===== config.mk =====
export PLATFORM = sky130hd
export DESIGN_NAME = axi_lite_xbar_1to2_flat
export DESIGN_NICKNAME = d
export VERILOG_FILES = /design/src/rtl/axi_lite_xbar_1to2_if.sv /design/src/rtl/axi_lite_xbar_1to2.sv /design/src/flat_wrapper.sv
export SDC_FILE = /design/constraint.sdc
export NUM_CORES = 1
export LEC_CHECK = 0
export CAP_MARGIN = 20
export CORE_AREA = 2 2 187 189
export DETAILED_ROUTE_END_ITERATION = 12
export DIE_AREA = 0 0 189 191
export PLACE_DENSITY = 0.5
export SYNTH_ARGS = -nofsm -noshare
export SYNTH_HDL_FRONTEND = slang
export SYNTH_SLANG_ARGS = --single-unit

===== constraint.sdc =====
create_clock -name clk -period 5.9 [get_ports clk]
set_input_delay 0.59 -clock clk [delete_from_list [all_inputs] [get_ports clk]]
set_output_delay 0.59 -clock clk [all_outputs]
set_load 0.02 [all_outputs]

===== src/rtl/axi_lite_xbar_1to2_if.sv =====
// AXI4-Lite bundle (32-bit address/data, 4-bit write mask, 2-bit response).
// The master modport drives requests; the slave modport drives ready/response signals.
interface axi_lite_if;
   logic [31:0] awaddr;
   logic        awvalid;
   logic        awready;
   logic [31:0] wdata;
   logic [3:0]  wmask;
   logic        wvalid;
   logic        wready;
   logic [1:0]  bresp;
   logic        bvalid;
   logic        bready;
   logic [31:0] araddr;
   logic        arvalid;
   logic        arready;
   logic [31:0] rdata;
   logic [1:0]  rresp;
   logic        rvalid;
   logic        rready;

   modport master (
      output awaddr, awvalid, wdata, wmask, wvalid, bready, araddr, arvalid, rready,
      input  awready, wready, bresp, bvalid, arready, rdata, rresp, rvalid
   );

   modport slave (
      input  awaddr, awvalid, wdata, wmask, wvalid, bready, araddr, arvalid, rready,
      output awready, wready, bresp, bvalid, arready, rdata, rresp, rvalid
   );
endinterface


===== src/rtl/axi_lite_xbar_1to2.sv =====
// AXI4-Lite 1:2 address-decoding demux with internal DECERR completion.
// Independent read and write paths, one outstanding transaction each.
module axi_lite_xbar_1to2 #(
   parameter logic [31:0] S0_BASE = 32'h8000_0000,
   parameter logic [31:0] S0_MASK = 32'hF800_0000,
   parameter logic [31:0] S1_BASE = 32'hA000_0000,
   parameter logic [31:0] S1_MASK = 32'hFFFF_0000,
   parameter logic [1:0]  DECERR  = 2'b11
) (
   input  logic        clk,
   input  logic        reset,
   axi_lite_if.slave   m,
   axi_lite_if.master  s0,
   axi_lite_if.master  s1,
   output logic [7:0]  dec_err_cnt,
   output logic [31:0] dec_err_addr
);
   typedef enum logic [1:0] {TgtS0, TgtS1, TgtErr} tgt_e;
   typedef enum logic [1:0] {RdIdle, RdS0, RdS1, RdErr} rd_state_e;
   typedef enum logic [1:0] {WrIdle, WrData, WrResp} wr_state_e;

   // S0 wins when both windows match.
   function automatic tgt_e decode(input logic [31:0] addr);
      if ((addr & S0_MASK) == S0_BASE) return TgtS0;
      else if ((addr & S1_MASK) == S1_BASE) return TgtS1;
      else return TgtErr;
   endfunction

   rd_state_e   rd_state_q, rd_state_d;
   wr_state_e   wr_state_q, wr_state_d;
   tgt_e        wsel_q, wsel_d;
   tgt_e        rd_tgt, wr_tgt;
   logic [7:0]  cnt_q, cnt_d;
   logic [31:0] addr_q, addr_d;
   logic [8:0]  err_sum;
   logic        rd_err, wr_err;

   // Ungated handshake controls; reset gating is applied on the port assigns.
   logic m_arready, m_rvalid, s0_arvalid, s1_arvalid, s0_rready, s1_rready;
   logic m_awready, m_wready, m_bvalid, s0_awvalid, s1_awvalid, s0_wvalid, s1_wvalid;
   logic s0_bready, s1_bready;

   assign s0.araddr = m.araddr;
   assign s1.araddr = m.araddr;
   assign s0.awaddr = m.awaddr;
   assign s1.awaddr = m.awaddr;
   assign s0.wdata  = m.wdata;
   assign s1.wdata  = m.wdata;
   assign s0.wmask  = m.wmask;
   assign s1.wmask  = m.wmask;

   always_comb begin
      rd_state_d = rd_state_q;
      rd_tgt     = decode(m.araddr);
      m_arready  = 1'b0;
      m_rvalid   = 1'b0;
      s0_arvalid = 1'b0;
      s1_arvalid = 1'b0;
      s0_rready  = 1'b0;
      s1_rready  = 1'b0;
      m.rdata    = '0;
      m.rresp    = '0;
      case (rd_state_q)
         RdIdle: begin
            unique case (rd_tgt)
               TgtS0: begin
                  s0_arvalid = m.arvalid;
                  m_arready  = s0.arready;
               end
               TgtS1: begin
                  s1_arvalid = m.arvalid;
                  m_arready  = s1.arready;
               end
               default: m_arready = 1'b1;
            endcase
            if (m.arvalid && m_arready) begin
               unique case (rd_tgt)
                  TgtS0:   rd_state_d = RdS0;
                  TgtS1:   rd_state_d = RdS1;
                  default: rd_state_d = RdErr;
               endcase
            end
         end
         RdS0: begin
            m_rvalid  = s0.rvalid;
            m.rdata   = s0.rdata;
            m.rresp   = s0.rresp;
            s0_rready = m.rready;
            if (s0.rvalid && m.rready) rd_state_d = RdIdle;
         end
         RdS1: begin
            m_rvalid  = s1.rvalid;
            m.rdata   = s1.rdata;
            m.rresp   = s1.rresp;
            s1_rready = m.rready;
            if (s1.rvalid && m.rready) rd_state_d = RdIdle;
         end
         RdErr: begin
            m_rvalid = 1'b1;
            m.rresp  = DECERR;
            if (m.rready) rd_state_d = RdIdle;
         end
         default: rd_state_d = RdIdle;
      endcase
   end

   always_comb begin
      wr_state_d = wr_state_q;
      wsel_d     = wsel_q;
      wr_tgt     = decode(m.awaddr);
      m_awready  = 1'b0;
      m_wready   = 1'b0;
      m_bvalid   = 1'b0;
      s0_awvalid = 1'b0;
      s1_awvalid = 1'b0;
      s0_wvalid  = 1'b0;
      s1_wvalid  = 1'b0;
      s0_bready  = 1'b0;
      s1_bready  = 1'b0;
      m.bresp    = '0;
      case (wr_state_q)
         WrIdle: begin
            // W only travels alongside a pending AW, never ahead of it.
            unique case (wr_tgt)
               TgtS0: begin
                  s0_awvalid = m.awvalid;
                  s0_wvalid  = m.wvalid & m.awvalid;
                  m_awready  = s0.awready;
                  m_wready   = m.awvalid & s0.wready;
               end
               TgtS1: begin
                  s1_awvalid = m.awvalid;
                  s1_wvalid  = m.wvalid & m.awvalid;
                  m_awready  = s1.awready;
                  m_wready   = m.awvalid & s1.wready;
               end
               default: begin
                  m_awready = 1'b1;
                  m_wready  = m.awvalid;
               end
            endcase
            if (m.awvalid && m_awready) begin
               wsel_d     = wr_tgt;
               wr_state_d = (m.wvalid && m_wready) ? WrResp : WrData;
            end
         end
         WrData: begin
            unique case (wsel_q)
               TgtS0: begin
                  s0_wvalid = m.wvalid;
                  m_wready  = s0.wready;
               end
               TgtS1: begin
                  s1_wvalid = m.wvalid;
                  m_wready  = s1.wready;
               end
               default: m_wready = 1'b1;
            endcase
            if (m.wvalid && m_wready) wr_state_d = WrResp;
         end
         WrResp: begin
            unique case (wsel_q)
               TgtS0: begin
                  m_bvalid  = s0.bvalid;
                  m.bresp   = s0.bresp;
                  s0_bready = m.bready;
               end
               TgtS1: begin
                  m_bvalid  = s1.bvalid;
                  m.bresp   = s1.bresp;
                  s1_bready = m.bready;
               end
               default: begin
                  m_bvalid = 1'b1;
                  m.bresp  = DECERR;
               end
            endcase
            if (m_bvalid && m.bready) wr_state_d = WrIdle;
         end
         default: wr_state_d = WrIdle;
      endcase
   end

   assign rd_err = (rd_state_q == RdIdle) && m.arvalid && m_arready && (rd_tgt == TgtErr);
   assign wr_err = (wr_state_q == WrIdle) && m.awvalid && m_awready && (wr_tgt == TgtErr);

   always_comb begin
      err_sum = {1'b0, cnt_q} + {8'd0, rd_err} + {8'd0, wr_err};
      cnt_d   = err_sum[8] ? 8'hFF : err_sum[7:0];
      addr_d  = wr_err ? m.awaddr : (rd_err ? m.araddr : addr_q);
   end

   always_ff @(posedge clk or negedge reset) begin
      if (!reset) begin
         rd_state_q <= RdIdle;
         wr_state_q <= WrIdle;
         wsel_q     <= TgtErr;
         cnt_q      <= 8'd0;
         addr_q     <= 32'd0;
      end else begin
         rd_state_q <= rd_state_d;
         wr_state_q <= wr_state_d;
         wsel_q     <= wsel_d;
         cnt_q      <= cnt_d;
         addr_q     <= addr_d;
      end
   end

   assign dec_err_cnt  = cnt_q;
   assign dec_err_addr = addr_q;

   assign m.arready  = reset & m_arready;
   assign m.rvalid   = reset & m_rvalid;
   assign m.awready  = reset & m_awready;
   assign m.wready   = reset & m_wready;
   assign m.bvalid   = reset & m_bvalid;
   assign s0.arvalid = reset & s0_arvalid;
   assign s1.arvalid = reset & s1_arvalid;
   assign s0.rready  = reset & s0_rready;
   assign s1.rready  = reset & s1_rready;
   assign s0.awvalid = reset & s0_awvalid;
   assign s1.awvalid = reset & s1_awvalid;
   assign s0.wvalid  = reset & s0_wvalid;
   assign s1.wvalid  = reset & s1_wvalid;
   assign s0.bready  = reset & s0_bready;
   assign s1.bready  = reset & s1_bready;
endmodule


===== src/flat_wrapper.sv =====
// flat-port wrapper written by rule: the top's interface ports become plain ports
module axi_lite_xbar_1to2_flat 
#(
   parameter logic [31:0] S0_BASE = 32'h8000_0000,
   parameter logic [31:0] S0_MASK = 32'hF800_0000,
   parameter logic [31:0] S1_BASE = 32'hA000_0000,
   parameter logic [31:0] S1_MASK = 32'hFFFF_0000,
   parameter logic [1:0]  DECERR  = 2'b11
)
  (clk, reset, dec_err_cnt, dec_err_addr, m_awaddr, m_awvalid, m_wdata, m_wmask, m_wvalid, m_bready, m_araddr, m_arvalid, m_rready, m_awready, m_wready, m_bresp, m_bvalid, m_arready, m_rdata, m_rresp, m_rvalid, s0_awaddr, s0_awvalid, s0_wdata, s0_wmask, s0_wvalid, s0_bready, s0_araddr, s0_arvalid, s0_rready, s0_awready, s0_wready, s0_bresp, s0_bvalid, s0_arready, s0_rdata, s0_rresp, s0_rvalid, s1_awaddr, s1_awvalid, s1_wdata, s1_wmask, s1_wvalid, s1_bready, s1_araddr, s1_arvalid, s1_rready, s1_awready, s1_wready, s1_bresp, s1_bvalid, s1_arready, s1_rdata, s1_rresp, s1_rvalid);
  axi_lite_if m_i ();
  axi_lite_if s0_i ();
  axi_lite_if s1_i ();
  input  logic clk;
  input  logic reset;
  output logic [7:0] dec_err_cnt;
  output logic [31:0] dec_err_addr;
  input wire logic [$bits(m_i.awaddr)-1:0] m_awaddr;
  input wire logic [$bits(m_i.awvalid)-1:0] m_awvalid;
  input wire logic [$bits(m_i.wdata)-1:0] m_wdata;
  input wire logic [$bits(m_i.wmask)-1:0] m_wmask;
  input wire logic [$bits(m_i.wvalid)-1:0] m_wvalid;
  input wire logic [$bits(m_i.bready)-1:0] m_bready;
  input wire logic [$bits(m_i.araddr)-1:0] m_araddr;
  input wire logic [$bits(m_i.arvalid)-1:0] m_arvalid;
  input wire logic [$bits(m_i.rready)-1:0] m_rready;
  output wire logic [$bits(m_i.awready)-1:0] m_awready;
  output wire logic [$bits(m_i.wready)-1:0] m_wready;
  output wire logic [$bits(m_i.bresp)-1:0] m_bresp;
  output wire logic [$bits(m_i.bvalid)-1:0] m_bvalid;
  output wire logic [$bits(m_i.arready)-1:0] m_arready;
  output wire logic [$bits(m_i.rdata)-1:0] m_rdata;
  output wire logic [$bits(m_i.rresp)-1:0] m_rresp;
  output wire logic [$bits(m_i.rvalid)-1:0] m_rvalid;
  output wire logic [$bits(s0_i.awaddr)-1:0] s0_awaddr;
  output wire logic [$bits(s0_i.awvalid)-1:0] s0_awvalid;
  output wire logic [$bits(s0_i.wdata)-1:0] s0_wdata;
  output wire logic [$bits(s0_i.wmask)-1:0] s0_wmask;
  output wire logic [$bits(s0_i.wvalid)-1:0] s0_wvalid;
  output wire logic [$bits(s0_i.bready)-1:0] s0_bready;
  output wire logic [$bits(s0_i.araddr)-1:0] s0_araddr;
  output wire logic [$bits(s0_i.arvalid)-1:0] s0_arvalid;
  output wire logic [$bits(s0_i.rready)-1:0] s0_rready;
  input wire logic [$bits(s0_i.awready)-1:0] s0_awready;
  input wire logic [$bits(s0_i.wready)-1:0] s0_wready;
  input wire logic [$bits(s0_i.bresp)-1:0] s0_bresp;
  input wire logic [$bits(s0_i.bvalid)-1:0] s0_bvalid;
  input wire logic [$bits(s0_i.arready)-1:0] s0_arready;
  input wire logic [$bits(s0_i.rdata)-1:0] s0_rdata;
  input wire logic [$bits(s0_i.rresp)-1:0] s0_rresp;
  input wire logic [$bits(s0_i.rvalid)-1:0] s0_rvalid;
  output wire logic [$bits(s1_i.awaddr)-1:0] s1_awaddr;
  output wire logic [$bits(s1_i.awvalid)-1:0] s1_awvalid;
  output wire logic [$bits(s1_i.wdata)-1:0] s1_wdata;
  output wire logic [$bits(s1_i.wmask)-1:0] s1_wmask;
  output wire logic [$bits(s1_i.wvalid)-1:0] s1_wvalid;
  output wire logic [$bits(s1_i.bready)-1:0] s1_bready;
  output wire logic [$bits(s1_i.araddr)-1:0] s1_araddr;
  output wire logic [$bits(s1_i.arvalid)-1:0] s1_arvalid;
  output wire logic [$bits(s1_i.rready)-1:0] s1_rready;
  input wire logic [$bits(s1_i.awready)-1:0] s1_awready;
  input wire logic [$bits(s1_i.wready)-1:0] s1_wready;
  input wire logic [$bits(s1_i.bresp)-1:0] s1_bresp;
  input wire logic [$bits(s1_i.bvalid)-1:0] s1_bvalid;
  input wire logic [$bits(s1_i.arready)-1:0] s1_arready;
  input wire logic [$bits(s1_i.rdata)-1:0] s1_rdata;
  input wire logic [$bits(s1_i.rresp)-1:0] s1_rresp;
  input wire logic [$bits(s1_i.rvalid)-1:0] s1_rvalid;
  assign m_i.awaddr = m_awaddr;
  assign m_i.awvalid = m_awvalid;
  assign m_i.wdata = m_wdata;
  assign m_i.wmask = m_wmask;
  assign m_i.wvalid = m_wvalid;
  assign m_i.bready = m_bready;
  assign m_i.araddr = m_araddr;
  assign m_i.arvalid = m_arvalid;
  assign m_i.rready = m_rready;
  assign m_awready = m_i.awready;
  assign m_wready = m_i.wready;
  assign m_bresp = m_i.bresp;
  assign m_bvalid = m_i.bvalid;
  assign m_arready = m_i.arready;
  assign m_rdata = m_i.rdata;
  assign m_rresp = m_i.rresp;
  assign m_rvalid = m_i.rvalid;
  assign s0_awaddr = s0_i.awaddr;
  assign s0_awvalid = s0_i.awvalid;
  assign s0_wdata = s0_i.wdata;
  assign s0_wmask = s0_i.wmask;
  assign s0_wvalid = s0_i.wvalid;
  assign s0_bready = s0_i.bready;
  assign s0_araddr = s0_i.araddr;
  assign s0_arvalid = s0_i.arvalid;
  assign s0_rready = s0_i.rready;
  assign s0_i.awready = s0_awready;
  assign s0_i.wready = s0_wready;
  assign s0_i.bresp = s0_bresp;
  assign s0_i.bvalid = s0_bvalid;
  assign s0_i.arready = s0_arready;
  assign s0_i.rdata = s0_rdata;
  assign s0_i.rresp = s0_rresp;
  assign s0_i.rvalid = s0_rvalid;
  assign s1_awaddr = s1_i.awaddr;
  assign s1_awvalid = s1_i.awvalid;
  assign s1_wdata = s1_i.wdata;
  assign s1_wmask = s1_i.wmask;
  assign s1_wvalid = s1_i.wvalid;
  assign s1_bready = s1_i.bready;
  assign s1_araddr = s1_i.araddr;
  assign s1_arvalid = s1_i.arvalid;
  assign s1_rready = s1_i.rready;
  assign s1_i.awready = s1_awready;
  assign s1_i.wready = s1_wready;
  assign s1_i.bresp = s1_bresp;
  assign s1_i.bvalid = s1_bvalid;
  assign s1_i.arready = s1_arready;
  assign s1_i.rdata = s1_rdata;
  assign s1_i.rresp = s1_rresp;
  assign s1_i.rvalid = s1_rvalid;
  axi_lite_xbar_1to2 #(.S0_BASE(S0_BASE), .S0_MASK(S0_MASK), .S1_BASE(S1_BASE), .S1_MASK(S1_MASK), .DECERR(DECERR)) u_core (.clk(clk), .reset(reset), .m(m_i), .s0(s0_i), .s1(s1_i), .dec_err_cnt(dec_err_cnt), .dec_err_addr(dec_err_addr));
endmodule

==> impl_metrics.tcl <==
set metrics [dict create \
    synth_edf_count 0 \
    yosys_warnings 0 \
    tns_ns 0 \
    cpPeakStageDelay_ns 0.69 \
    finalWeightedCongestion 0.726 \
    ys_ff_latch 46 \
    grt_max_degree 40 \
    endpoint_kind "flip-flop" \
    routed_wl_um 20900 \
    diodes 0 \
    ff2ff_setup_slack_ns 2.77 \
    antenna_found_initial 0 \
    htreeDepth 2 \
    portBuffers 371 \
    worst_slew_pin_slew_ns 0.859 \
    cp_num_cells 12 \
    layout_commonest_cell "clkdlybuf4s50_1" \
    die_width_um 189 \
    via_count 4519 \
    grt_use_met1_pct 12.5 \
    maxCapViolations 0 \
    dp_cells 1204 \
    r2r_start "u_core.rd_state_q[0]" \
    leakage_nw 2.79 \
    cts_resized 0 \
    die-area_um2 36100 \
    final_cells 1212 \
    dp_slack_ns 1.52 \
    relSlewSlack_pct 42.7 \
    syn_avg_cell_area_um2 7.82 \
    fp.dieH_um 191 \
    synthArstFlopShare_pct 100 \
    hold_violations 0 \
    cts_tree "done" \
    powerDensity_nw_per_um2 393 \
    initial_core_util_pct 13.7 \
    syn_inst 600 \
    drv_slew 0 \
    required_ns 6.08 \
    cts-buffers-inserted 5 \
    coreArea_um2 34100 \
    seqCellArea_um2 1150 \
    path_buf_inv 3 \
    finalSetupViolations 0 \
    grtUsageMet3_pct 2.90 \
    hpwl_um 16900 \
    worst_path_max_delay_cell "nor4b_4" \
    drive_above_1_share_pct 3.70 \
    path_delay_family "simple AND/OR/NAND/NOR gates" \
    synth_ff_type "dfrtp_1" \
    hold_slack_ns 0.232 \
    clock_latency_ns 0.30 \
    hold_buffers 0 \
    max_freq_mhz 248 \
    antenna_left 0 \
    layout_common_cells "clkdlybuf4s50_1 (370), a21oi_1 (62), nand2_1 (47), dfrtp_1 (45), nor2_1 (44)" \
    grt_first_pass_wirelength_um 29400 \
    worst_ep_arrival_time_ns 4.21 \
    grt_busiest_layer "met2" \
    skew_ns 0.0103 \
    critPathLaunch "m_awaddr[27]" \
    rsz0062_at_grt "no" \
    timing.final.crit_share_pct 68.2 \
    io_pins 480 \
    cp-endpoint "u_core.dec_err_cnt[3]" \
    drt_iter0_drc 135 \
    max-vdd-ir-drop_v 0.000160 \
    nets 952 \
    cts.sinks 46 \
    postLayoutCoreUtil_pct 22.1 \
    gr-total-overflow 0 \
    min_period_ns 4.03 \
    wire_per_inst_um 17.2 \
    ctsRootBufferMaster "clkbuf_16" \
    r2r_cells 10 \
    viasPerCell 3.73 \
    r2r_end "u_core.dec_err_cnt[3]" \
    synth.distinct_cells 48 \
    syn-num-nets 796 \
    cts_setup_buffers 0 \
    clock_path_buffers 2 \
    critPathLaunchType "primary input" \
    hold_path.class "in2async" \
    synth.cell_area_um2 4690 \
    worstSetupPathType "in2reg" \
    drc 0 \
    fin_ws_ns 1.88 \
    run_status "finished clean" \
    num_rows 68 \
    grt.met2_usage_pct 19.3 \
    track_usage_pct 10.8 \
    cp_max_fo 30 \
    first_global_vias 4454 \
    area.growth.synth_to_final_pct 60.9 \
    multi_input_area_um2 1890 \
    crit_chain "clkdlybuf4s50_1, nor4b_4, nand4_2, nand3_2, buf_4, inv_2, fa_1, ha_1, and3_1, and3_1, nand3_1, o21ai_0" \
    path_common_cell "and3_1" \
    first_pass_iters 5 \
    fillers 3747 \
    synth-seq-area-share_pct 24.6 \
    path_clk_slew_ns 0.08 \
]
[sequential cells by signal, indices dropped and copies added, names as in the netlist]
| signal | count |
|---|---|
| u_core.rd_state_q | 2 |
| u_core.dec_err_addr | 32 |
| u_core.wsel_q | 2 |
| u_core.dec_err_cnt | 8 |
| u_core.wr_state_q | 2 |
[worst reg2reg max path, stage by stage (launching register included)]
cell     delay (ns)
dfrtp_1        0.41
inv_1          0.11
ha_1           0.49
nand4_2        0.20
inv_2          0.55
fa_1           0.37
ha_1           0.23
and3_1         0.21
and3_1         0.20
nand3_1        0.17
o21ai_0        0.12
[layer usage]
| metal | vias to the layer above | routed length (um) |
|---|---|---|
| met3 | 30 | 1470 |
| met5 | - | 0 |
| met4 | 0 | 485 |
| met2 | 232 | 10600 |
| met1 | 2114 | 8300 |
| li1 | 2143 | - |
[Yosys cell counts (6+ instances only)]
master    number  area, um2
dfrtp_1       45       1130
nand3_1        8       40.0
ha_1           6       75.1
buf_4        201       1510
nor4_1         6       37.5
inv_1          6       22.5
nand2b_1       8       50.1
a21oi_1       62        310
o21ai_0       10       50.1
clkbuf_1      14       52.6
nor2b_1       41        257
buf_1          9       33.8
nor2_1        44        165
a22oi_1       33        248
nand2_1       47        176
[where the power goes]
part | total, mW | internal [mW] | switching (mW)
Clock | 0.311 | 0.171 | 0.140
Combinational | 2.04 | 0.928 | 1.11
Sequential | 0.620 | 0.479 | 0.141
[worst min path at each step]
stage / from / end / slack, ns / depth (start not counted)
floorplan: reset / u_core.dec_err_addr[0] / 0.29 / 0
global placement: u_core.dec_err_addr[21] / u_core.dec_err_addr[21] / 0.51 / 2
detailed placement: u_core.dec_err_addr[13] / u_core.dec_err_addr[13] / 0.51 / 2
CTS: reset / u_core.wr_state_q[1] / 0.23 / 1
global route: reset / u_core.rd_state_q[0] / 0.24 / 1
finish: reset / u_core.wr_state_q[1] / 0.23 / 1
[stage by stage]
step                      power (mW)  cell area (um2)
after global routing            3.19             7550
after CTS                       3.04             7550
after detailed placement        2.71             7400
final                           2.97             7550
after floorplan                 1.82             4690
after global placement          2.70             7400
[cell families after synthesis]
family / count (synthesis) / share of synthesized area [%]
compound gates: 128 / 17.1
fa+ha+maj: 7 / 2.03
buf+inv: 236 / 35.2
simple gates: 180 / 20.5
flops: 46 / 24.6
mux: 1 / 0.240
xor+xnor: 2 / 0.374
[final cells by class]
cell class,instances,share of cell area (%)
inverter,8,0.398
clock buffer,7,1.89
clock inverter,1,0.116
tap,455,7.54
sequential,46,15.3
timing repair buffer,377,49.7
multi-input combinational,318,25.0
No activity file was read; power rests on OpenSTA's default activity.
